==> config.mk <==
export PLATFORM = sky130hd
export DESIGN_NAME = rom_arbiter
export DESIGN_NICKNAME = d
export VERILOG_FILES = /design/src/rtl/rom_arbiter_pkg.sv /design/src/rtl/rom_arbiter_genrom.sv /design/src/rtl/rom_arbiter.sv
export SDC_FILE = /design/constraint.sdc
export NUM_CORES = 1
export LEC_CHECK = 0
export ABC_AREA = 1
export CORE_ASPECT_RATIO = 1.1
export CORE_UTILIZATION = 38
export DETAILED_ROUTE_END_ITERATION = 6
export PLACE_DENSITY = 0.74
export SLEW_MARGIN = 10
export SYNTH_ARGS = -nofsm -noshare
export SYNTH_HDL_FRONTEND = slang
export SYNTH_SLANG_ARGS = --single-unit
==> constraint.sdc <==
create_clock -name clk -period 0.8 [get_ports clk]
set_input_delay 0.12 -clock clk [delete_from_list [all_inputs] [get_ports clk]]
set_output_delay 0.12 -clock clk [all_outputs]
set_load 0.01 [all_outputs]
==> src/rtl/rom_arbiter_pkg.sv <==
// Shared definitions for the microprocessor ROM blocks: FSM encodings,
// default geometry and the compiled-in program image.
package rom_arbiter_pkg;

  localparam int DEF_AW = 6;
  localparam int DEF_DW = 8;

  typedef enum logic [1:0] {
    IDLE = 2'd0,
    READ = 2'd1,
    RESP = 2'd2
  } arb_state_e;

  // Contents of the "prog.list" program image; unlisted words read as zero.
  function automatic logic [31:0] prog_word(input logic [31:0] a);
    logic [31:0] w;
    w = 32'h0;
    case (a)
      32'd5:   w = 32'hA5;
      32'd9:   w = 32'h3C;
      32'd63:  w = 32'h7E;
      default: w = 32'h0;
    endcase
    return w;
  endfunction

endpackage

==> src/rtl/rom_arbiter_genrom.sv <==
// Single-port ROM with a one-cycle synchronous read; the image named by
// ROMFILE is compiled in from the package.
module genrom
  import rom_arbiter_pkg::*;
#(
  parameter string ROMFILE = "prog.list",
  parameter int    AW      = DEF_AW,
  parameter int    DW      = DEF_DW
) (
  input  logic          clk,
  input  logic [AW-1:0] addr,
  output logic [DW-1:0] q
);

  // Unknown image names yield an all-zero ROM rather than stale contents.
  localparam bit HAS_IMAGE = (ROMFILE == "prog.list");

  always_ff @(posedge clk) begin
    q <= HAS_IMAGE ? DW'(prog_word(32'(addr))) : '0;
  end

endmodule

==> src/rtl/rom_arbiter.sv <==
// Two-port round-robin arbiter in front of one shared ROM; each access takes
// three cycles (capture, grant/read, respond).
module rom_arbiter
  import rom_arbiter_pkg::*;
#(
  parameter string ROMFILE = "prog.list",
  parameter int    AW      = DEF_AW,
  parameter int    DW      = DEF_DW
) (
  input  logic          clk,
  input  logic          rst,
  input  logic          req0,
  input  logic [AW-1:0] addr0,
  input  logic          req1,
  input  logic [AW-1:0] addr1,
  output logic          gnt0,
  output logic          gnt1,
  output logic          vld0,
  output logic          vld1,
  output logic [DW-1:0] data
);

  arb_state_e    state_r, state_d;
  logic [AW-1:0] addr_r;
  logic          owner_r;
  logic          last_r;
  logic          capture;
  logic          winner;
  logic [DW-1:0] rom_q;

  always_comb begin
    capture = (state_r == IDLE) && (req0 || req1);
    // On a tie the port that did not win last time goes next.
    winner  = (req0 && req1) ? ~last_r : req1;
  end

  always_comb begin
    state_d = state_r;
    case (state_r)
      IDLE:    if (capture) state_d = READ;
      READ:    state_d = RESP;
      RESP:    state_d = IDLE;
      default: state_d = IDLE;
    endcase
  end

  always_ff @(posedge clk) begin
    if (rst) begin
      state_r <= IDLE;
      last_r  <= 1'b1;
      addr_r  <= '0;
      owner_r <= 1'b0;
    end else begin
      state_r <= state_d;
      if (capture) begin
        addr_r  <= winner ? addr1 : addr0;
        owner_r <= winner;
        last_r  <= winner;
      end
    end
  end

  genrom #(
    .ROMFILE (ROMFILE),
    .AW      (AW),
    .DW      (DW)
  ) u_rom (
    .clk  (clk),
    .addr (addr_r),
    .q    (rom_q)
  );

  // ROM output is registered at the end of READ, so it is valid during RESP.
  always_comb begin
    gnt0 = (state_r == READ) && !owner_r;
    gnt1 = (state_r == READ) &&  owner_r;
    vld0 = (state_r == RESP) && !owner_r;
    vld1 = (state_r == RESP) &&  owner_r;
    data = (vld0 || vld1) ? rom_q : '0;
  end

endmodule

==> results.cfg, run 1 <==
[die]
die_area_um2 = 2100
die_w_um = 43.8
ios = 28
row_count = 16
die_h_um = 48.0
initial_core_util = 0.406
core_area_um2 = 1800

[sta]
worst_pin_slew_ns = 0.210
hold_violations = 0
finClkSkew_ns = 0.000530
post-route-period-util = 1.40
min_period_ns = 1.12
hold_ws_ns = 0.487
maxSlewViolCount = 0
fmax_mhz = 892
setup_violations = 21
rsz0062_at_grt = yes
fin_ws_ns = -0.321
slew_headroom = 0.859

[setup_path]
crit_path_max_fanout = 6
critPathSlowestCell = dfxtp_2
startpoint_type = register
cp_data_arrival_time_ns = 1.00
critical_path_required_ns = 0.68
critPathMaxStageDelay_ns = 0.35
crit_chain = inv_4 -> nand2_8 -> nor2_4 -> buf_6
endpoint_kind = output pin
critPathKind = reg2out

[synth]
ys_types = 15
ys.warnings.count = 0
synth_seq_area_share = 0.384
synth_area_um2 = 731
yosys-top-cells-area = dfxtp_1 (38%), nor2_1 (14%), nand2_1 (13%), inv_1 (8.2%), nand3_1 (6.8%)
ys_seq_elements = 14
yosysTopAreaCellShare = 0.384
syn_avg_cell_area_um2 = 6.58
syn_nets = 127
syn_inst = 111
synth_top_cell_by_area = dfxtp_1

[placed_design]
gp_congestion = 0.713
hpwlAfterDp_mm = 1.11
port_buffers = 27
placed_area_um2 = 1040

[hold_path]
hp-class = reg2reg

[clock_network]
cts_tree = built
clock_sinks = 14
numCtsBuffers = 3
cts_max_level = 1
clkTransAtPathRegs_ns = 0.07
cts-root-buf = clkbuf_4
insertion_delay_ns = 0.28
cts_hold_buffers = 0
cts_buffer_depth = 2

[cells_and_area]
diodes = 0
fin_nets = 157
nFillCells = 196
drive_gt1_frac = 0.302
fin_area_um2 = 1050
area_delta_synth_final_pct = 44.0
mostFrequentLayoutCells = nand2_1 (24), nor2_1 (19), clkdlybuf4s50_1 (15), inv_1 (14)
final_common_cell = nand2_1

[pwr]
vdd_drop_max_uv = 1060
power_density_nw_per_um2 = 1520
p_int_mw = 1.13
p_comb_frac = 0.250
p_leak_nw = 0.498
switching_share = 0.294
p_sw_mw = 0.469
pwr-share-clk = 0.243
seq_power_share = 0.507

[drt]
drtAntennaViolNets = 0
vias_per_cell = 4.50
first_iter_violations = 3
routedWlPerCell_um = 8.48
vias = 707
drc = 1
firstDrtPassIters = 6
routed_wl_mm = 1.33

[global_route]
antenna_found_initial = 0
grt_pass1_wl_mm = 2.23
gr-total-overflow = 0
grtUsageTotal = 0.154
grt_pass1_vias = 616
grt_max_degree = 14

[run]
cap_violations = 0

[outcome]
outcome = complete, but fails checks
violations = DRC, setup timing
[registers in the layout, summed over array words and instances, names as in the netlist]
name	cells
state_r	2
owner_r	1
u_rom.q	4
last_r	1
addr_r	6
[cell families (layout without fill, tap and decap cells)]
kind of cell           after synthesis  in the layout  share of synthesized area
and+or+nand+nor                     67             67                      0.382
DFF                                 14             14                      0.384
buffers and inverters               22             50                      0.149
AOI/OAI and AO/OA                    8              8                     0.0856
[critical path, delay by kind of cell (launching register included)]
family	cells	cell delay, ns
flip-flops	1	0.35
buffers and inverters	2	0.19
AND/OR/NAND/NOR	2	0.19
[layer usage]
metal	track usage	part of all wire
met2	0.275	0.51
met5	0	0
met1	0.150	0.40
met4	0.150	0.038
met3	0.0340	0.053
[power by group through the flow]
stage,combinational (mW),clock (mW),sequential (mW)
global placement,0.389,0,0.810
global route,0.450,0.426,0.821
floorplan,0.252,0,0.806
CTS,0.395,0.397,0.800
detailed placement,0.400,0,0.815
finish,0.400,0.388,0.810
[cell usage after synthesis (all sizes together)]
cell type and number:
nor2 28, nand2 27, inv 16, dfxtp 14, nand3 10, a21boi 6
buf 6, nand4 2, a21oi 1, o21ai 1
[stage by stage]
stage / util / TNS (ns) / worst slack, ns / instances / power, mW
finish: 0.584 / -5.69 / -0.321 / 157 / 1.60
global route: 0.584 / -7.15 / -0.368 / 157 / 1.70
CTS: 0.569 / -5.88 / -0.347 / 157 / 1.59
detailed placement: 0.580 / -9.04 / -0.478 / 154 / 1.21
global placement: 0.580 / -8.59 / -0.436 / 154 / 1.20
floorplan: - / -0.519 / -0.0548 / 111 / 1.06
[final timing paths]
| check | from | endpoint | slack [ns] | depth (start not counted) |
|---|---|---|---|---|
| setup / recovery | state_r[0]$_SDFFE_PP0P_ | data[4] | -0.32 | 4 |
| hold reg to reg | last_r$_SDFFE_PP1P_ | last_r$_SDFFE_PP1P_ | 0.49 | 2 |
| hold / removal | last_r$_SDFFE_PP1P_ | last_r$_SDFFE_PP1P_ | 0.49 | 2 |
| setup reg to reg | state_r[1]$_SDFFE_PP0P_ | addr_r[2]$_SDFFE_PP0P_ | -0.25 | 6 |
[repair_timing]
item | in CTS | in global routing
endpoints found under the setup margin | 22 | 24
pin swaps | 2 | 2
hold endpoints to repair | 0 | 0
setup buffers | 0 | 0
resized for setup | 53 | 11
[layout make-up]
type	count	area, um2	area share
clock buffer	3	22.5	0.0214
inverter	16	62.6	0.0595
multi-input combinational	75	400	0.380
sequential	14	292	0.277
tap	18	22.5	0.0214
timing repair buffer	31	253	0.240
(Power assumes the default switching activity.)
==> run 2: changes to the inputs <==
- CORE_ASPECT_RATIO: 1.1 -> unset
==> results.cfg, run 2 (same netlist as run 1, synthesis figures left out) <==
[drt]
firstDrtPassIters = 2
first_iter_violations = 4
drtAntennaViolNets = 0
vias_per_cell = 4.36
vias = 728
routedWlPerCell_um = 8.68
drc = 0
routed_wl_mm = 1.45

[sta]
setup_tns_ns = -5.92
maxSlewViolCount = 0
finClkSkew_ns = 0.000665
post-route-period-util = 1.41
worst_pin_slew_ns = 0.215
fmax_mhz = 886
slew_headroom = 0.856
setup_violations = 21
hold_violations = 0
hold_ws_ns = 0.484
rsz0062_at_grt = yes
fin_ws_ns = -0.329
min_period_ns = 1.13

[cells_and_area]
diodes = 0
regMostFlops = addr_r
fin_area_um2 = 1120
final_common_cell = nand2_1
area_delta_synth_final_pct = 53.4
drive_gt1_frac = 0.345
reg_top3 = addr_r: 6 flops, u_rom.q: 4 flops, state_r: 2 flops
largest_register_ffs = 6
fin_nets = 159
mostFrequentLayoutCells = nand2_1 (23), nor2_1 (19), clkdlybuf4s50_1 (15), inv_1 (13), buf_2 (10)

[clock_network]
cts_max_level = 1
cts-root-buf = clkbuf_4
cts_buffer_depth = 2
insertion_delay_ns = 0.28
clock_sinks = 14
cts_tree = built
clkTransAtPathRegs_ns = 0.09
numCtsBuffers = 3

[pwr]
p_leak_nw = 0.524
power_density_nw_per_um2 = 1570
vdd_drop_max_uv = 678
power_mw = 1.76

[setup_path]
r2r_end = addr_r[1]$_SDFFE_PP0P_
rr_startpoint = state_r[1]$_SDFFE_PP0P_
critical_path_required_ns = 0.68
cp_data_arrival_time_ns = 1.01
critPathKind = reg2out
endpoint_kind = output pin
cp-endpoint = data[3]
reg2reg_slack_ns = -0.26
crit_path_max_fanout = 6
startpoint_type = register
startpoint = state_r[0]$_SDFFE_PP0P_
r2r_cells = 6

[die]
initial_core_util = 0.414
die_h_um = 45.9
core_area_um2 = 1760
row_count = 15
die_area_um2 = 2100
die_w_um = 45.9
ios = 28

[outcome]
outcome = complete, but fails checks
violations = setup timing

[hold_path]
hp-class = reg2reg

[global_route]
grtUsageTotal = 0.154
grt_pass1_vias = 568
antenna_found_initial = 0
grt_max_degree = 14
grt_pass1_wl_mm = 2.27
gr-total-overflow = 0

[placed_design]
placed_area_um2 = 1060
hpwlAfterDp_mm = 1.10
port_buffers = 27
gp_congestion = 0.696

[run]
cap_violations = 0
run 2: how the worst min path moves through the flow:
stage                             start                 endpoint  cells after the start  slack (ns)
finish              last_r$_SDFFE_PP1P_      last_r$_SDFFE_PP1P_                      2        0.48
global route        last_r$_SDFFE_PP1P_      last_r$_SDFFE_PP1P_                      2        0.52
CTS                 last_r$_SDFFE_PP1P_      last_r$_SDFFE_PP1P_                      2        0.49
detailed placement  last_r$_SDFFE_PP1P_      last_r$_SDFFE_PP1P_                      2        0.47
global placement    last_r$_SDFFE_PP1P_      last_r$_SDFFE_PP1P_                      2        0.47
floorplan                           rst  state_r[0]$_SDFFE_PP0P_                      1        0.18
run 2: per-layer routing:
layer  vias up  GRT usage  part of all wire
met2        30      0.282              0.49
met5         -          0                 0
met4         0      0.106             0.033
met3         4     0.0119             0.064
met1       298      0.164              0.41
li1        396          -                 -
run 2: power by group:
group          internal [mW]  switching [mW]
Combinational          0.212           0.219
Sequential             0.762          0.0559
Clock                  0.277           0.238
Total                   1.25           0.513
run 2: what timing repair did:
| action | 4_1_cts | 5_1_grt |
|---|---|---|
| resized for setup | 59 | 14 |
| hold endpoints to repair | 0 | 0 |
| pin swaps | 5 | 6 |
| hold buffers | 0 | 0 |
| setup endpoints to repair | 22 | 25 |
| setup buffers | 1 | 0 |
run 2: cell type report:
type | instances | area [um2]
timing repair buffer | 33 | 272
multi-input combinational | 75 | 423
fill | 184 | 643
tap | 25 | 31.3
sequential | 14 | 294
inverter | 16 | 65.1
clock buffer | 4 | 36.3
run 2: worst max-delay path, cell delays in order, from the launching register on:
cell	delay, ns
dfxtp_2	0.35
inv_4	0.08
nand2_8	0.08
nor2_4	0.11
buf_6	0.11
run 2: metrics by stage:
stage | worst slack, ns | utilization | instances
after global placement | -0.434 | 0.601 | 162
after global routing | -0.363 | 0.635 | 167
after detailed placement | -0.494 | 0.601 | 162
after CTS | -0.349 | 0.611 | 167
final | -0.329 | 0.635 | 167
after floorplan | -0.0548 | - | 111
==> run 3: changes to the inputs <==
- CORE_MARGIN: unset -> 3
==> results.cfg, run 3 (same netlist as run 1, synthesis figures left out) <==
[setup_path]
r2r_cells = 6
critPathSlowestCell = dfxtp_4
critPathKind = reg2out
critical_path_required_ns = 0.68
startpoint = state_r[0]$_SDFFE_PP0P_
cp-endpoint = data[3]
startpoint_type = register
crit_path_max_fanout = 6
cpLargestDelayFamily = flip-flops
crit_buf_inv = 2
r2r_end = addr_r[5]$_SDFFE_PP0P_
path_depth = 4
reg2reg_slack_ns = -0.24
crit_chain = inv_4 -> nand2_8 -> nor2_4 -> buf_6
endpoint_kind = output pin
critPathMaxStageDelay_ns = 0.36
rr_startpoint = state_r[0]$_SDFFE_PP0P_
cp_data_arrival_time_ns = 1.01

[die]
initial_core_util = 0.414
die_h_um = 49.9
die_w_um = 49.9
ios = 28
row_count = 15
die_area_um2 = 2490
core_area_um2 = 1760

[cells_and_area]
mostFrequentLayoutCells = nand2_1 (21), nor2_1 (17), clkdlybuf4s50_1 (15), inv_1 (13), buf_2 (10)
final_common_cell = nand2_1
fin_cells = 167
reg_top3 = addr_r: 6 flops, u_rom.q: 4 flops, state_r: 2 flops
fin_nets = 159
diodes = 0
drive_gt1_frac = 0.359
largest_register_ffs = 6
area_delta_synth_final_pct = 52.7
regMostFlops = addr_r

[pwr]
p_sw_mw = 0.497
p_leak_nw = 0.515
pwr-share-clk = 0.288
power_mw = 1.74
vdd_drop_max_uv = 1020
switching_share = 0.286
p_int_mw = 1.24
seq_power_share = 0.469
p_comb_frac = 0.244
power_density_nw_per_um2 = 1560

[clock_network]
numCtsBuffers = 3
insertion_delay_ns = 0.28
cts_buffer_depth = 2
cts_tree = built
clock_sinks = 14
clkTransAtPathRegs_ns = 0.08
cts-root-buf = clkbuf_4
cts_hold_buffers = 0
cts_max_level = 1

[sta]
worst_pin_slew_ns = 0.212
setup_violations = 21
slew_headroom = 0.858
post-route-period-util = 1.42
rsz0062_at_grt = yes
finClkSkew_ns = 0.00335
min_period_ns = 1.13
fin_ws_ns = -0.333
maxSlewViolCount = 0
hold_violations = 0
fmax_mhz = 883

[drt]
first_iter_violations = 3
firstDrtPassIters = 4
drtAntennaViolNets = 0
vias_per_cell = 4.43
routedWlPerCell_um = 8.63
routed_wl_mm = 1.44
drc = 0
vias = 739

[global_route]
grt_pass1_wl_mm = 2.26
grtUsageTotal = 0.119
antenna_found_initial = 0
grt_max_degree = 14
gr-total-overflow = 0
grt_pass1_vias = 617

[placed_design]
port_buffers = 27
gp_congestion = 0.689
dp.cells = 162
hpwlAfterDp_mm = 1.15

[outcome]
violations = setup timing
outcome = complete, but fails checks

[run]
cap_violations = 0

[hold_path]
hp-class = reg2reg
## run 3: cell types whose count changed in the layout (fill, tap and decap cells not counted), moves of 2 or more
cell / change
dfxtp_2: -2
nor2_2: +2
nand2_1: -2
nand2_2: +3
nor2_1: -2
## run 3: repair_timing
item,CTS,global route
gates resized for setup,56,17
setup endpoints to repair,21,26
buffers inserted,1,0
pin swaps,3,4
## run 3: worst min path at each step
stage | endpoint | slack (ns) | from | cells after the start
after floorplan | state_r[0]$_SDFFE_PP0P_ | 0.18 | rst | 1
after global placement | last_r$_SDFFE_PP1P_ | 0.47 | last_r$_SDFFE_PP1P_ | 2
after detailed placement | last_r$_SDFFE_PP1P_ | 0.47 | last_r$_SDFFE_PP1P_ | 2
after CTS | last_r$_SDFFE_PP1P_ | 0.49 | last_r$_SDFFE_PP1P_ | 2
after global routing | last_r$_SDFFE_PP1P_ | 0.51 | last_r$_SDFFE_PP1P_ | 2
final | last_r$_SDFFE_PP1P_ | 0.49 | last_r$_SDFFE_PP1P_ | 2
## run 3: worst reg2reg max path, delay by kind of cell (launching register included)
kind / cells / cell delay, ns
flip-flops: 1 / 0.36
buffers and inverters: 1 / 0.16
AO/OA/AOI/OAI: 1 / 0.07
AND/OR/NAND/NOR: 4 / 0.39
## run 3: power by group through the flow
| stage | registers (mW) | logic (mW) | clock network [mW] |
|---|---|---|---|
| after floorplan | 0.806 | 0.252 | 0 |
| after global placement | 0.811 | 0.392 | 0 |
| after detailed placement | 0.813 | 0.404 | 0 |
| after CTS | 0.800 | 0.415 | 0.512 |
| after global routing | 0.826 | 0.480 | 0.533 |
| final | 0.816 | 0.425 | 0.501 |
## run 3: final cells by class
class,instances,area [um2]
Clock buffer,4,36.3
Timing Repair Buffer,33,268
Multi-Input combinational cell,75,423
Tap cell,25,31.3
Fill cell,187,648
Inverter,16,62.6
Sequential cell,14,295
## run 3: metal layers
| layer | global-route usage | part of all wire | wire length [um] | up-vias |
|---|---|---|---|---|
| met5 | 0 | 0 | 0 | - |
| met4 | 0.111 | 0.040 | 58 | 0 |
| met3 | 0.0121 | 0.086 | 124 | 4 |
| met2 | 0.229 | 0.48 | 692 | 32 |
| met1 | 0.106 | 0.39 | 567 | 305 |
| li1 | - | - | - | 398 |
## run 3: metrics by stage
stage          setup WS, ns  hold WS [ns]  setup TNS (ns)  utilization  instance area (um2)
3_5_place_dp         -0.470         0.467           -9.06        0.601                 1060
4_1_cts              -0.334         0.489           -6.17        0.611                 1080
3_3_place_gp         -0.437         0.467           -8.62        0.601                 1060
2_1_floorplan       -0.0548         0.185          -0.519            -                  774
5_1_grt              -0.379         0.511           -7.30        0.633                 1120
6_report             -0.333         0.489           -5.81        0.633                 1120
